--- src/rtl/fx_match_sched.sv ---
// Shared fixed-point format matcher: round-robin arbitration over NUM_REQ requesters,
// quantize (floor or round-half-up) then saturate in a stallable PIPE_LAT-deep pipeline.
module fx_match_sched #(
    parameter int NUM_REQ  = 4,
    parameter int TAG_W    = 2,
    parameter int IN_W     = 16,
    parameter int IN_FRAC  = 8,
    parameter int OUT_W    = 10,
    parameter int OUT_FRAC = 4,
    parameter int PIPE_LAT = 2,
    parameter int CNT_W    = 16
) (
    input  logic                    clk,
    input  logic                    rst_n,
    input  logic [NUM_REQ-1:0]      i_valid,
    input  logic [NUM_REQ*IN_W-1:0] i_data,
    input  logic [NUM_REQ-1:0]      i_rnd,
    output logic [NUM_REQ-1:0]      i_ready,
    output logic                    o_valid,
    input  logic                    o_ready,
    output logic [OUT_W-1:0]        o_data,
    output logic [TAG_W-1:0]        o_tag,
    output logic                    o_ovf,
    input  logic                    i_cnt_clr,
    output logic [CNT_W-1:0]        o_ovf_cnt
);
    localparam int S       = IN_FRAC - OUT_FRAC;
    localparam int QW      = IN_W + 1 - S;
    localparam int LAST    = PIPE_LAT - 1;
    localparam int SAT_IDX = (PIPE_LAT >= 2) ? 1 : 0;
    localparam logic [IN_W:0]          RND_HALF = (IN_W+1)'(1) << (S - 1);
    localparam logic signed [QW-1:0]   Q_MAX    = QW'((1 << (OUT_W - 1)) - 1);
    localparam logic signed [QW-1:0]   Q_MIN    = ~Q_MAX;
    localparam logic [CNT_W-1:0]       CNT_MAX  = {CNT_W{1'b1}};

    // Taking the upper bits of the sign-extended sum is the arithmetic shift by S.
    function automatic logic [QW-1:0] quantize(input logic [IN_W-1:0] din, input logic rnd);
        logic [IN_W:0] ext;
        ext = {din[IN_W-1], din} + (rnd ? RND_HALF : {(IN_W+1){1'b0}});
        return ext[IN_W:S];
    endfunction

    function automatic logic sat_ovf(input logic [QW-1:0] q);
        return ($signed(q) > Q_MAX) || ($signed(q) < Q_MIN);
    endfunction

    function automatic logic [QW-1:0] sat_val(input logic [QW-1:0] q);
        if (sat_ovf(q)) begin
            return q[QW-1] ? Q_MIN : Q_MAX;
        end else begin
            return q;
        end
    endfunction

    logic               adv_s;
    logic               acc_s;
    logic               found_s;
    logic [TAG_W-1:0]   idx_s;
    logic [TAG_W-1:0]   gnt_idx_s;
    logic [NUM_REQ-1:0] gnt_s;
    logic [QW-1:0]      q_s;
    logic [TAG_W-1:0]   last_q, last_d;
    logic [CNT_W-1:0]   cnt_q, cnt_d;
    logic               v_q [PIPE_LAT];
    logic               v_d [PIPE_LAT];
    logic [QW-1:0]      w_q [PIPE_LAT];
    logic [QW-1:0]      w_d [PIPE_LAT];
    logic [TAG_W-1:0]   t_q [PIPE_LAT];
    logic [TAG_W-1:0]   t_d [PIPE_LAT];
    logic               f_q [PIPE_LAT];
    logic               f_d [PIPE_LAT];

    // Round-robin search starting after the last granted requester, plus input quantize.
    always_comb begin
        found_s   = 1'b0;
        idx_s     = '0;
        gnt_idx_s = '0;
        gnt_s     = '0;
        adv_s     = ~v_q[LAST] | o_ready;
        for (int j = 1; j <= NUM_REQ; j++) begin
            idx_s = TAG_W'((int'(last_q) + j) % NUM_REQ);
            if (!found_s && i_valid[idx_s]) begin
                found_s   = 1'b1;
                gnt_idx_s = idx_s;
            end else begin
                found_s   = found_s;
            end
        end
        if (found_s && adv_s && rst_n) begin
            gnt_s[gnt_idx_s] = 1'b1;
        end else begin
            gnt_s = '0;
        end
        acc_s = |gnt_s;
        q_s   = quantize(i_data[gnt_idx_s*IN_W +: IN_W], i_rnd[gnt_idx_s]);
    end

    // Pipeline advance, arbitration pointer update and overflow counter next-state.
    always_comb begin
        for (int i = 0; i < PIPE_LAT; i++) begin
            v_d[i] = v_q[i];
            w_d[i] = w_q[i];
            t_d[i] = t_q[i];
            f_d[i] = f_q[i];
        end
        if (adv_s) begin
            v_d[0] = acc_s;
            t_d[0] = gnt_idx_s;
            w_d[0] = (SAT_IDX == 0) ? sat_val(q_s) : q_s;
            f_d[0] = (SAT_IDX == 0) ? sat_ovf(q_s) : 1'b0;
            for (int i = 1; i < PIPE_LAT; i++) begin
                v_d[i] = v_q[i-1];
                t_d[i] = t_q[i-1];
                w_d[i] = (i == SAT_IDX) ? sat_val(w_q[i-1]) : w_q[i-1];
                f_d[i] = (i == SAT_IDX) ? sat_ovf(w_q[i-1]) : f_q[i-1];
            end
        end else begin
            v_d[0] = v_q[0];
        end
        if (acc_s) begin
            last_d = gnt_idx_s;
        end else begin
            last_d = last_q;
        end
        if (i_cnt_clr) begin
            cnt_d = '0;
        end else if (v_q[LAST] && o_ready && f_q[LAST] && (cnt_q != CNT_MAX)) begin
            cnt_d = cnt_q + CNT_W'(1);
        end else begin
            cnt_d = cnt_q;
        end
    end

    // State registers with synchronous active-low reset.
    always_ff @(posedge clk) begin
        if (!rst_n) begin
            for (int i = 0; i < PIPE_LAT; i++) begin
                v_q[i] <= 1'b0;
                w_q[i] <= '0;
                t_q[i] <= '0;
                f_q[i] <= 1'b0;
            end
            last_q <= TAG_W'(NUM_REQ - 1);
            cnt_q  <= '0;
        end else begin
            for (int i = 0; i < PIPE_LAT; i++) begin
                v_q[i] <= v_d[i];
                w_q[i] <= w_d[i];
                t_q[i] <= t_d[i];
                f_q[i] <= f_d[i];
            end
            last_q <= last_d;
            cnt_q  <= cnt_d;
        end
    end

    assign i_ready   = gnt_s;
    assign o_valid   = v_q[LAST];
    assign o_data    = w_q[LAST][OUT_W-1:0];
    assign o_tag     = t_q[LAST];
    assign o_ovf     = f_q[LAST];
    assign o_ovf_cnt = cnt_q;

endmodule

--- config.mk ---
export PLATFORM = sky130hd
export DESIGN_NAME = fx_match_sched
export DESIGN_NICKNAME = d
export VERILOG_FILES = /design/src/rtl/fx_match_sched.sv
export SDC_FILE = /design/constraint.sdc
export NUM_CORES = 1
export LEC_CHECK = 0
export ABC_AREA = 1
export CAP_MARGIN = 10
export CORE_ASPECT_RATIO = 1.75
export CORE_MARGIN = 5
export CORE_UTILIZATION = 30
export CTS_BUF_LIST = sky130_fd_sc_hd__clkbuf_4 sky130_fd_sc_hd__clkbuf_8
export DETAILED_ROUTE_END_ITERATION = 8
export PLACE_DENSITY = 0.55
export SKIP_LAST_GASP = 1
export SLEW_MARGIN = 25
export SYNTH_ARGS = -nofsm -noshare
export SYNTH_HDL_FRONTEND = slang
export SYNTH_SLANG_ARGS = --single-unit
export TNS_END_PERCENT = 5
--- constraint.sdc ---
create_clock -name clk -period 2.7 [get_ports clk]
set_input_delay 0.54 -clock clk [delete_from_list [all_inputs] [get_ports clk]]
set_output_delay 0.54 -clock clk [all_outputs]
set_load 0.1 [all_outputs]
# == After elaboration in Yosys (flattened, before gate mapping) ==
# Memory sizes are Yosys's and may differ from the RTL's.
# Cells that the tools add are included.
# word_totals
ff_bits,18
ram_bits,34
in_bits,76
out_inout_bits,34
elab_cells,89
mem_count,4
# memory_table
name,depth,word_bits,rd,rd_ports_with_merged_regs,wr,line,text
w_q,2,13,2,0,2,66,logic [QW-1:0] w_q [PIPE_LAT];
t_q,2,2,2,0,2,68,logic [TAG_W-1:0] t_q [PIPE_LAT];
f_q,2,1,1,0,2,70,logic f_q [PIPE_LAT];
v_q,2,1,2,0,2,64,logic v_q [PIPE_LAT];
# classes
n_addsub,6
order_cmp,8
n_eq_ne,2
shifts,1
mux,39
bitwise,11
reduce_logical,16
# op_table
cell,n
64-bit by 7-bit indexed part select with 16-bit output,1
13-bit two-way mux,4
26-bit two-way mux,1
1-bit two-way mux,18
16-bit by 5-bit adder with 17-bit output,1
16-bit by 1-bit adder with 16-bit output (second input constant),1
16-bit inequality test (second input constant),1
2-bit by 3-bit less-than comparator with 1-bit output (second input constant),5
2-bit two-way mux,7
13-bit by 10-bit greater-than comparator with 1-bit output (second input constant),1
13-bit by 10-bit less-than comparator with 1-bit output (second input constant),1
4-bit two-way mux,3
1-bit binary-select mux with 2-bit select,5
1-bit logical AND,9
1-bit bitwise OR,9
2-bit by 1-bit adder with 2-bit output (second input constant),2
2-bit adder (second input constant),2
4-bit OR reduction,1
1-bit logical NOT,3
1-bit demux with 2-bit select,1
2-bit by 1-bit greater-or-equal comparator with 1-bit output (second input constant),1
1-bit inverter,2
2-bit AND reduction,1
2-bit OR reduction,1
other kinds (2),2

# == Logic depth before layout (Yosys ltp) ==
# Gate-level depths: netlist (run 1).
# depth
depth_word,21
ltp_mapped,25
mapped_depth_nobuf,23

# == Worst setup path before layout (run 1) ==
# Ideal clock, no wire load.
# synth_path
path_type,reg-to-output
startpoint,"memory v_q[1][0], in the netlist v_q[0][1]"
endpoint,output port i_ready[0]
arrival_time_ns,2.748
required_ns,2.160
slack_ns,-0.588
path_stages_with_launch,7
n_path_buf,1
path_cell_list,dfxtp_1 -> inv_1 -> nor2_1 -> nor2_1 -> clkbuf_1 -> nand2_1 -> nor2_1
# synth_rtl
element,line,text
start: declaration,64,
end: declaration,18,"output logic [NUM_REQ-1:0] i_ready,"

# == Worst setup path in the final report (run 1) ==
# layout_path
startpoint,input port i_valid[2]
endpoint,output port i_ready[3]
# layout_via
elab_chain_cells,17
elab_cells_between_ends,30
cone_classes,order compare: 2; mux: 19; reduce/logical: 9
# layout_rtl
element,line,text
start: declaration,15,"input logic [NUM_REQ-1:0] i_valid,"
1-bit binary-select mux with 2-bit select,82,if (!found_s && i_valid[idx_s]) begin
1-bit two-way mux (implied by the code),82,
1-bit two-way mux,82,
1-bit logical NOT,82,
1-bit logical AND,82,
1-bit two-way mux,82,
1-bit logical NOT,82,
1-bit logical AND,82,
1-bit two-way mux,82,
1-bit logical NOT,82,
1-bit logical AND,82,
2-bit two-way mux,82,
2-bit by 3-bit less-than comparator with 1-bit output (implied by the code) / 2-bit by 1-bit greater-or-equal comparator with 1-bit output (equally long branches),90,gnt_s[gnt_idx_s] = 1'b1;
1-bit logical AND (implied by the code),90,
1-bit two-way mux (implied by the code),90,
1-bit demux with 2-bit select,90,
4-bit two-way mux *,89,if (found_s && adv_s && rst_n) begin
# Mark *: on every way between the ends. The rest lies on a longest branch, timed or not. The select of a mux whose other input is x is not followed.

==> results.yml, run 1 <==
route:
  wire_per_inst_um: 11.9
  drc: 0
  dr.pass1.iters: 5
  vias_per_cell: 4.55
  drt_iter0_markers: 147
  num_vias: 3589
  routed.top_layer: "met4"
  wl_met1_um: 3460
  postRouteAntennaNets: 0
  route.met2.wl_um: 5100
  route.met3.wl_um: 534
  drt-total-wl_um: 9400
timing:
  setup_viol: 0
  hold_viol_final: 0
  min_period_over_period: 0.960
  fmax_ghz: 0.386
  rsz0062_at_grt: "true"
  post-route-min-period_ns: 2.59
  skew_ns: 0.00525
  slew_violations: 0
  finalSetupTns_ns: 0
  setup_slack_ns: 0.107
  whs_ns: 0.453
  tightest_slew_ns: 0.461
  slew_headroom: 0.691
yosys:
  synth_compound_area_frac: 0.116
  synth_common_cells: "nand2_1 (180), inv_1 (70), dfxtp_1 (47), nand3_1 (36), nor2_1 (34)"
  synth_edf_count: 1
  synthAdderAreaFrac: 0.0117
  synth_area_leaders: "dfxtp_1 (29%), nand2_1 (21%), inv_1 (8.2%), nand3_1 (5.6%), nor2_1 (4.0%)"
  synthCells: 522
  synth_top_cell_area_share: 0.294
  syn_area_um2: 3210
  synth-seq-cells: 48
  synth_warnings: 0
  synth_seq_area_share: 0.303
  synthXorXnorAreaFrac: 0.00273
  yosysMostFrequentCell: "nand2_1"
  yosys-mux-area-fraction: 0
  syn_nets: 601
  yosys.area_share.simple: 0.420
  synth-main-ff-cell: "dfxtp_1"
  synth_top_area_cell: "dfxtp_1"
  yosysUniqueCellTypes: 35
  synth_top_family_by_area: "simple AND/OR/NAND/NOR gates"
  synthArstFlopShare: 0
  avgSynthCellArea_um2: 6.14
worst_setup_path:
  path_class: "primary input to output pin"
  end_kind: "output pin"
  critPathRequiredTime_ns: 2.16
  critPathArrivalTime_ns: 2.05
  startpoint_type: "primary input"
  worstPathMaxFanout: 4
final_layout:
  area_growth_pct: 50.6
  stdcell_count: 788
  antennaDiodeCount: 0
  nets: 736
  stdcell_area_um2: 4830
  utilization: 0.457
  drive_above_1_share: 0.239
  fill_cells: 1092
floorplanning:
  die_w_um: 88.1
  start_util: 0.303
  die_height_um: 147
  core.rowCount: 50
  dieArea_um2: 12900
  coreArea_um2: 10600
  io_pins: 110
global_routing:
  grt_pass1_wl_um: 15600
  grt_usage: 0.147
  antenna_found_initial: 0
  grt_pass1_vias: 3646
  grt_max_degree: 19
  grt_overflow: 0
power:
  peakVddDrop_v: 0.000964
  power.density_nw_per_um2: 1580
  power_mw: 7.65
  power_leakage_nw: 2.29
placement:
  postPlaceCellArea_um2: 4540
  dp_hpwl_um: 7770
  routabilityCongestion: 0.879
  post-place-cells: 773
  pre_cts_ws_ns: -0.386
  io_buffers: 97
clock_network:
  cts_hold_buf: 0
  cts_root_buf: "clkbuf_8"
  clk_pin_slew_worst_paths_ns: 0.08
  clk_latency_ns: 0.30
  cts_tree: "done"
  htreeDepth: 2
  clock_path_buffers: 2
  numCtsBuffers: 5
  cts_sinks: 48
worst_hold_path:
  min_path_type: "register to register"
flow_run:
  max_cap_violations: 0
outcome:
  status: "completed"
-- metal layers --
| layer | vias up | GRT usage |
|---|---|---|
| li1 | 1902 | - |
| met1 | 1556 | 0.147 |
| met2 | 108 | 0.285 |
| met3 | 23 | 0.0213 |
| met4 | 0 | 0.0688 |
| met5 | - | 0 |
-- final timing paths --
| check | endpoint | slack [ns] | cells after the start | start |
|---|---|---|---|---|
| max | i_ready[3] | 0.11 | 12 | i_valid[2] |
| min | w_q[0][8]$_SDFFE_PN0N_ | 0.45 | 2 | w_q[0][8]$_SDFFE_PN0N_ |
| max reg2reg | w_q[0][10]$_SDFFE_PN0N_ | 0.23 | 22 | last_q[0]$_SDFFE_PN1P_ |
| min reg2reg | w_q[0][8]$_SDFFE_PN0N_ | 0.45 | 2 | w_q[0][8]$_SDFFE_PN0N_ |
-- cell usage in the layout (no fill, tap or decap), types with 5 or more instances in the layout --
| master | count |
|---|---|
| nand3b_1 | 11 |
| buf_4 | 82 |
| nand3_1 | 34 |
| buf_12 | 6 |
| clkbuf_8 | 5 |
| a21oi_1 | 23 |
| nor3_1 | 11 |
| a32o_1 | 6 |
| clkdlybuf4s50_1 | 59 |
| inv_1 | 69 |
| nand2_1 | 168 |
| nor2_2 | 9 |
| dfxtp_1 | 45 |
| nor2_4 | 8 |
| o21ai_0 | 23 |
| nand2_4 | 5 |
| nand2_2 | 20 |
| nor2_1 | 27 |
-- sequential cells by signal (all words and copies together) (netlist names) --
| signal | count |
|---|---|
| f_q | 1 |
| last_q | 2 |
| o_ovf_cnt | 16 |
| t_q | 4 |
| v_q | 2 |
| w_q | 23 |
-- cell type report --
type                            instances  area (µm²)  area share
Multi-Input combinational cell        372        1900       0.393
Timing Repair Buffer                  154        1390       0.288
Sequential cell                        48         976       0.202
Inverter                               76         293      0.0606
Tap cell                              130         163      0.0337
Clock buffer                            5        68.8      0.0143
Clock inverter                          3        42.5     0.00881
-- cell families after synthesis --
kind of cell,after synthesis
AOI/OAI and AO/OA,65
DFF,48
and+or+nand+nor,303
adders and majority gates,3
xor gates and xnor gates,1
buffers and inverters,102
-- report_power, final --
part / internal, mW / switching (mW) / total [mW]
Sequential: 0.921 / 0.125 / 1.05
Combinational: 2.45 / 3.63 / 6.08
Clock: 0.274 / 0.243 / 0.517
Total: 3.65 / 4.00 / 7.65
-- worst max-delay path, cell delays in order --
cell	delay (ns)
dlygate4sd2_1	0.25
nand2_1	0.08
nand2_2	0.07
nand2_2	0.10
nand2_4	0.07
nor2_4	0.14
nand3_4	0.10
nor2b_4	0.16
buf_4	0.13
buf_4	0.13
nor2_4	0.09
buf_12	0.18
-- repair_timing --
item | 4_1_cts | 5_1_grt
pin swaps | 13 | 6
setup endpoints to repair | 10 | 14
buffers inserted | 6 | 0
cloned | 0 | 1
gates resized for setup | 23 | 21
(Power assumes the default switching activity.)
==> run 2, diff against run 1 <==
--- a/config.mk
+++ b/config.mk
@@ -13,6 +13,7 @@
 export CTS_BUF_LIST = sky130_fd_sc_hd__clkbuf_4 sky130_fd_sc_hd__clkbuf_8
 export DETAILED_ROUTE_END_ITERATION = 8
 export PLACE_DENSITY = 0.55
+export SETUP_SLACK_MARGIN = 0.05
 export SKIP_LAST_GASP = 1
 export SLEW_MARGIN = 25
 export SYNTH_ARGS = -nofsm -noshare
==> run 2 against run 1 <==
  * Critical path depth unchanged
  * Final cell count grew 0.51%
  * Worst hold slack about the same
  * Register-to-register slack hardly changed
  * Largest cell class unchanged
  * Non-clock buffer count rose by 4
  * Clock skew about the same
  * Count of clock-buffer cells in the layout is the same
==> results.yml, run 2 (same netlist as run 1, synthesis figures left out) <==
global_routing:
  grt_max_degree: 19
  grt_pass1_wl_um: 15600
  grt_pass1_vias: 3646
  grt_overflow: 0
  grt_usage: 0.147
  antenna_found_initial: 0
clock_network:
  cts_tree: "done"
  htreeDepth: 2
  cts_root_buf: "clkbuf_8"
  clk_latency_ns: 0.31
  cts_sinks: 48
  clock_path_buffers: 2
  numCtsBuffers: 5
  clk_pin_slew_worst_paths_ns: 0.08
final_layout:
  area_growth_pct: 55.0
  largest_reg_flops: 23
  drive_above_1_share: 0.264
  stdcell_area_um2: 4970
  antennaDiodeCount: 0
  nets: 740
  largest-register: "w_q"
  layout_common_cells: "nand2_1 (159), buf_4 (83), inv_1 (67)"
  layout_commonest_cell: "nand2_1"
route:
  postRouteAntennaNets: 0
  vias_per_cell: 4.57
  wire_per_inst_um: 12.0
  drc: 0
  drt_iter0_markers: 115
  dr.pass1.iters: 5
  drt-total-wl_um: 9530
  num_vias: 3617
worst_hold_path:
  min_path_type: "register to register"
timing:
  tightest_slew_ns: 0.355
  post-route-min-period_ns: 2.59
  fmax_ghz: 0.386
  slew_headroom: 0.761
  setup_viol: 0
  setup_slack_ns: 0.111
  skew_ns: 0.00490
  rsz0062_at_grt: "true"
  whs_ns: 0.453
  hold_viol_final: 0
  min_period_over_period: 0.959
  finalSetupTns_ns: 0
  slew_violations: 0
worst_setup_path:
  critPathRequiredTime_ns: 2.16
  worstPathMaxFanout: 3
  path_class: "primary input to output pin"
  critPathArrivalTime_ns: 2.05
  end_kind: "output pin"
  startpoint_type: "primary input"
placement:
  io_buffers: 97
  pre_cts_ws_ns: -0.386
  dp_hpwl_um: 7770
  routabilityCongestion: 0.879
  postPlaceCellArea_um2: 4540
floorplanning:
  io_pins: 110
  die_w_um: 88.1
  dieArea_um2: 12900
  coreArea_um2: 10600
  core.rowCount: 50
  die_height_um: 147
  start_util: 0.303
flow_run:
  max_cap_violations: 0
outcome:
  status: "completed"
==> run 2: routing by layer <==
layer,up-vias,track usage,wire length (µm)
li1,1912,-,-
met1,1580,0.147,3530
met2,102,0.285,5180
met3,23,0.0213,505
met4,0,0.0688,310
met5,-,0,0
==> run 2: cell type report <==
cell class              count  area (µm²)
clock buffers               5        68.8
multi-input cells         372        1980
well taps                 130         163
inverters                  76         295
fillers                  1077        5600
flip-flops and latches     48         978
clock inverters             3        42.5
repair buffers            158        1440
==> run 2: final timing paths <==
path	depth (start not counted)	from	to	slack, ns
worst max-delay path	12	i_valid[2]	i_ready[3]	0.11
worst min-delay path	2	w_q[0][8]$_SDFFE_PN0N_	w_q[0][8]$_SDFFE_PN0N_	0.45
worst max register to register	19	last_q[0]$_SDFFE_PN1P_	w_q[0][11]$_SDFFE_PN0N_	0.22
worst min register to register	2	w_q[0][8]$_SDFFE_PN0N_	w_q[0][8]$_SDFFE_PN0N_	0.45
==> run 2: what timing repair did <==
item,4_1_cts,5_1_grt
pin swaps,13,17
setup endpoints to repair,12,14
hold buffers,0,0
setup buffers,6,4
cloned,0,1
gates resized for setup,24,47
endpoints found under the hold margin,0,0
==> run 2: critical path, stage by stage <==
cell,delay [ns]
dlygate4sd2_1,0.27
nand2_4,0.09
nand2_2,0.05
nand2_2,0.08
nand2_2,0.08
nor2_4,0.15
nand3_4,0.09
nor2b_4,0.15
buf_4,0.14
buf_6,0.11
nor2_4,0.11
buf_12,0.18
==> run 2: per-stage QoR <==
step,cells,utilization
5_1_grt,792,0.470
4_1_cts,787,0.451
3_5_place_dp,773,0.429
2_1_floorplan,522,-
3_3_place_gp,773,0.429
6_report,792,0.470
Power of run 2 is left out: the tool's default activity adds up to more than one toggle a clock period on the data nets, which glitch-free logic cannot reach.
==> run 3, diff against run 2 <==
--- a/config.mk
+++ b/config.mk
@@ -6,7 +6,7 @@
 export NUM_CORES = 1
 export LEC_CHECK = 0
 export ABC_AREA = 1
-export CAP_MARGIN = 10
+export CAP_MARGIN = 40
 export CORE_ASPECT_RATIO = 1.75
 export CORE_MARGIN = 5
 export CORE_UTILIZATION = 30
==> constraint.sdc (replaced) <==
create_clock -name clk -period 3.03 [get_ports clk]
set_input_delay 0.606 -clock clk [delete_from_list [all_inputs] [get_ports clk]]
set_output_delay 0.606 -clock clk [all_outputs]
set_load 0.1 [all_outputs]
==> run 3 against run 2 <==
  * Wire length shrank 3.3%
  * First-iteration DRC count shrank 3.5%
  * Register-to-register slack gained 0.13 ns
  * Core utilization shrank 3.0 points
  * Critical path depth is the same
  * Die area is the same
  * Setup slack gained 0.029 ns
  * Critical path type unchanged
==> results.yml, run 3 (same netlist as run 1, synthesis figures left out) <==
timing:
  min_period_over_period: 0.954
  skew_ns: 0.0111
  setup_viol: 0
  hold_viol_final: 0
  slew_violations: 0
  tightest_slew_ns: 0.496
  fmax_ghz: 0.346
  setup_slack_ns: 0.139
  post-route-min-period_ns: 2.89
  rsz0062_at_grt: "true"
  finalSetupTns_ns: 0
  slew_headroom: 0.668
worst_setup_path:
  startpoint_type: "primary input"
  end_kind: "output pin"
  crit_top_cell: "nand2_2"
  worstPathMaxFanout: 9
  cpPeakStageDelay_ns: 0.49
  path_cells: "clkdlybuf4s50_1, nand2_1, nand2_2, nand2_2, nand2_2, inv_2, nand3_1, nand2_2, buf_4, buf_4, nor2_4, buf_12"
  critPathArrivalTime_ns: 2.28
  cpMaxStageDelayCell: "clkdlybuf4s50_1"
  critPathRequiredTime_ns: 2.42
  path_class: "primary input to output pin"
clock_network:
  clk_pin_slew_worst_paths_ns: 0.08
  clk_latency_ns: 0.30
  htreeDepth: 2
  cts_tree: "done"
  numCtsBuffers: 5
  cts_root_buf: "clkbuf_8"
  clock_path_buffers: 2
  cts_hold_buf: 0
  cts_sinks: 48
route:
  route.met3.wl_um: 509
  vias_per_cell: 4.59
  dr.pass1.iters: 6
  routed.top_layer: "met4"
  wire_per_inst_um: 12.0
  route.met2.wl_um: 5070
  drc: 0
  drt_iter0_markers: 111
  num_vias: 3531
  drt-total-wl_um: 9210
  wl_met1_um: 3440
  postRouteAntennaNets: 0
outcome:
  status: "completed"
final_layout:
  stdcell_area_um2: 4650
  antennaDiodeCount: 0
  area_growth_pct: 45.2
  fill_cells: 1107
  layout_commonest_cell: "nand2_1"
  nets: 719
  layout_common_cells: "nand2_1 (174), inv_1 (69), buf_4 (66)"
  drive_above_1_share: 0.200
  largest_reg_flops: 23
  largest-register: "w_q"
placement:
  postPlaceCellArea_um2: 4380
  pre_cts_ws_ns: -0.0831
  dp_hpwl_um: 7500
  io_buffers: 97
  routabilityCongestion: 0.888
power:
  peakVddDrop_v: 0.000843
  power.density_nw_per_um2: 1400
  power_leakage_nw: 2.20
floorplanning:
  dieArea_um2: 12900
  die_height_um: 147
  coreArea_um2: 10600
  core.rowCount: 50
  io_pins: 110
  start_util: 0.303
  die_w_um: 88.1
worst_hold_path:
  min_path_type: "register to register"
global_routing:
  grt_pass1_vias: 3324
  grt_overflow: 0
  grt_usage: 0.140
  antenna_found_initial: 0
  grt_max_degree: 21
  grt_pass1_wl_um: 14800
flow_run:
  max_cap_violations: 0
run 3: changes by cell type in the layout (fill, tap and decap cells not counted), sizes merged:
| cell | before | now |
|---|---|---|
| clkinv | 2 | 1 |
| buf | 95 | 73 |
| clkinvlp | 1 | 0 |
| clkdlybuf4s15 | 1 | 0 |
| bufinv | 1 | 0 |
| clkbuf | 5 | 8 |
| dlygate4sd2 | 3 | 0 |
| clkdlybuf4s50 | 59 | 63 |
run 3: critical path, delay by kind of cell:
family | cells | cell delay, ns
buf+inv | 5 | 1.03
simple gates | 7 | 0.66
run 3: timing repair:
action,4_1_cts,5_1_grt
gates cloned,0,1
setup endpoints to repair,3,9
resized for setup,2,20
pin swaps,2,7
endpoints found under the hold margin,0,0
setup buffers,3,4
run 3: report_power, final:
part	leakage (nW)	total, mW	switching [mW]	internal (mW)
Clock	0.0503	0.409	0.205	0.203
Combinational	1.75	5.19	3.13	2.06
Sequential	0.398	0.927	0.112	0.815
Total	2.20	6.53	3.45	3.08
run 3: final cells by class:
| type | count | area [µm²] | share of cell area |
|---|---|---|---|
| clock buffers | 7 | 96.3 | 0.0207 |
| multi-input cells | 372 | 1840 | 0.396 |
| inverters | 76 | 288 | 0.0618 |
| well taps | 130 | 163 | 0.0350 |
| repair buffers | 137 | 1290 | 0.277 |
| flip-flops and latches | 48 | 971 | 0.209 |
run 3: worst paths after layout:
| path | depth (start not counted) | startpoint | slack (ns) | end |
|---|---|---|---|---|
| setup reg to reg | 20 | last_q[0]$_SDFFE_PN1P_ | 0.35 | w_q[0][9]$_SDFFE_PN0N_ |
| hold / removal | 2 | w_q[0][5]$_SDFFE_PN0N_ | 0.46 | w_q[0][5]$_SDFFE_PN0N_ |
| hold reg to reg | 2 | w_q[0][5]$_SDFFE_PN0N_ | 0.46 | w_q[0][5]$_SDFFE_PN0N_ |
| setup / recovery | 12 | i_valid[2] | 0.14 | i_ready[2] |
run 3: per-stage QoR:
step                      hold WS [ns]  instances  total power, mW  utilization
after floorplan                  0.426        522             4.28            -
after global placement           0.439        755             5.48        0.414
after detailed placement         0.444        755             5.54        0.414
after CTS                        0.458        765             6.08        0.426
after global routing             0.470        770             7.15        0.440
final                            0.456        770             6.53        0.440
run 3: layer usage:
| metal | vias up | global-route usage |
|---|---|---|
| met2 | 101 | 0.267 |
| li1 | 1863 | - |
| met3 | 14 | 0.0286 |
| met5 | - | 0 |
| met4 | 0 | 0.0545 |
| met1 | 1553 | 0.144 |
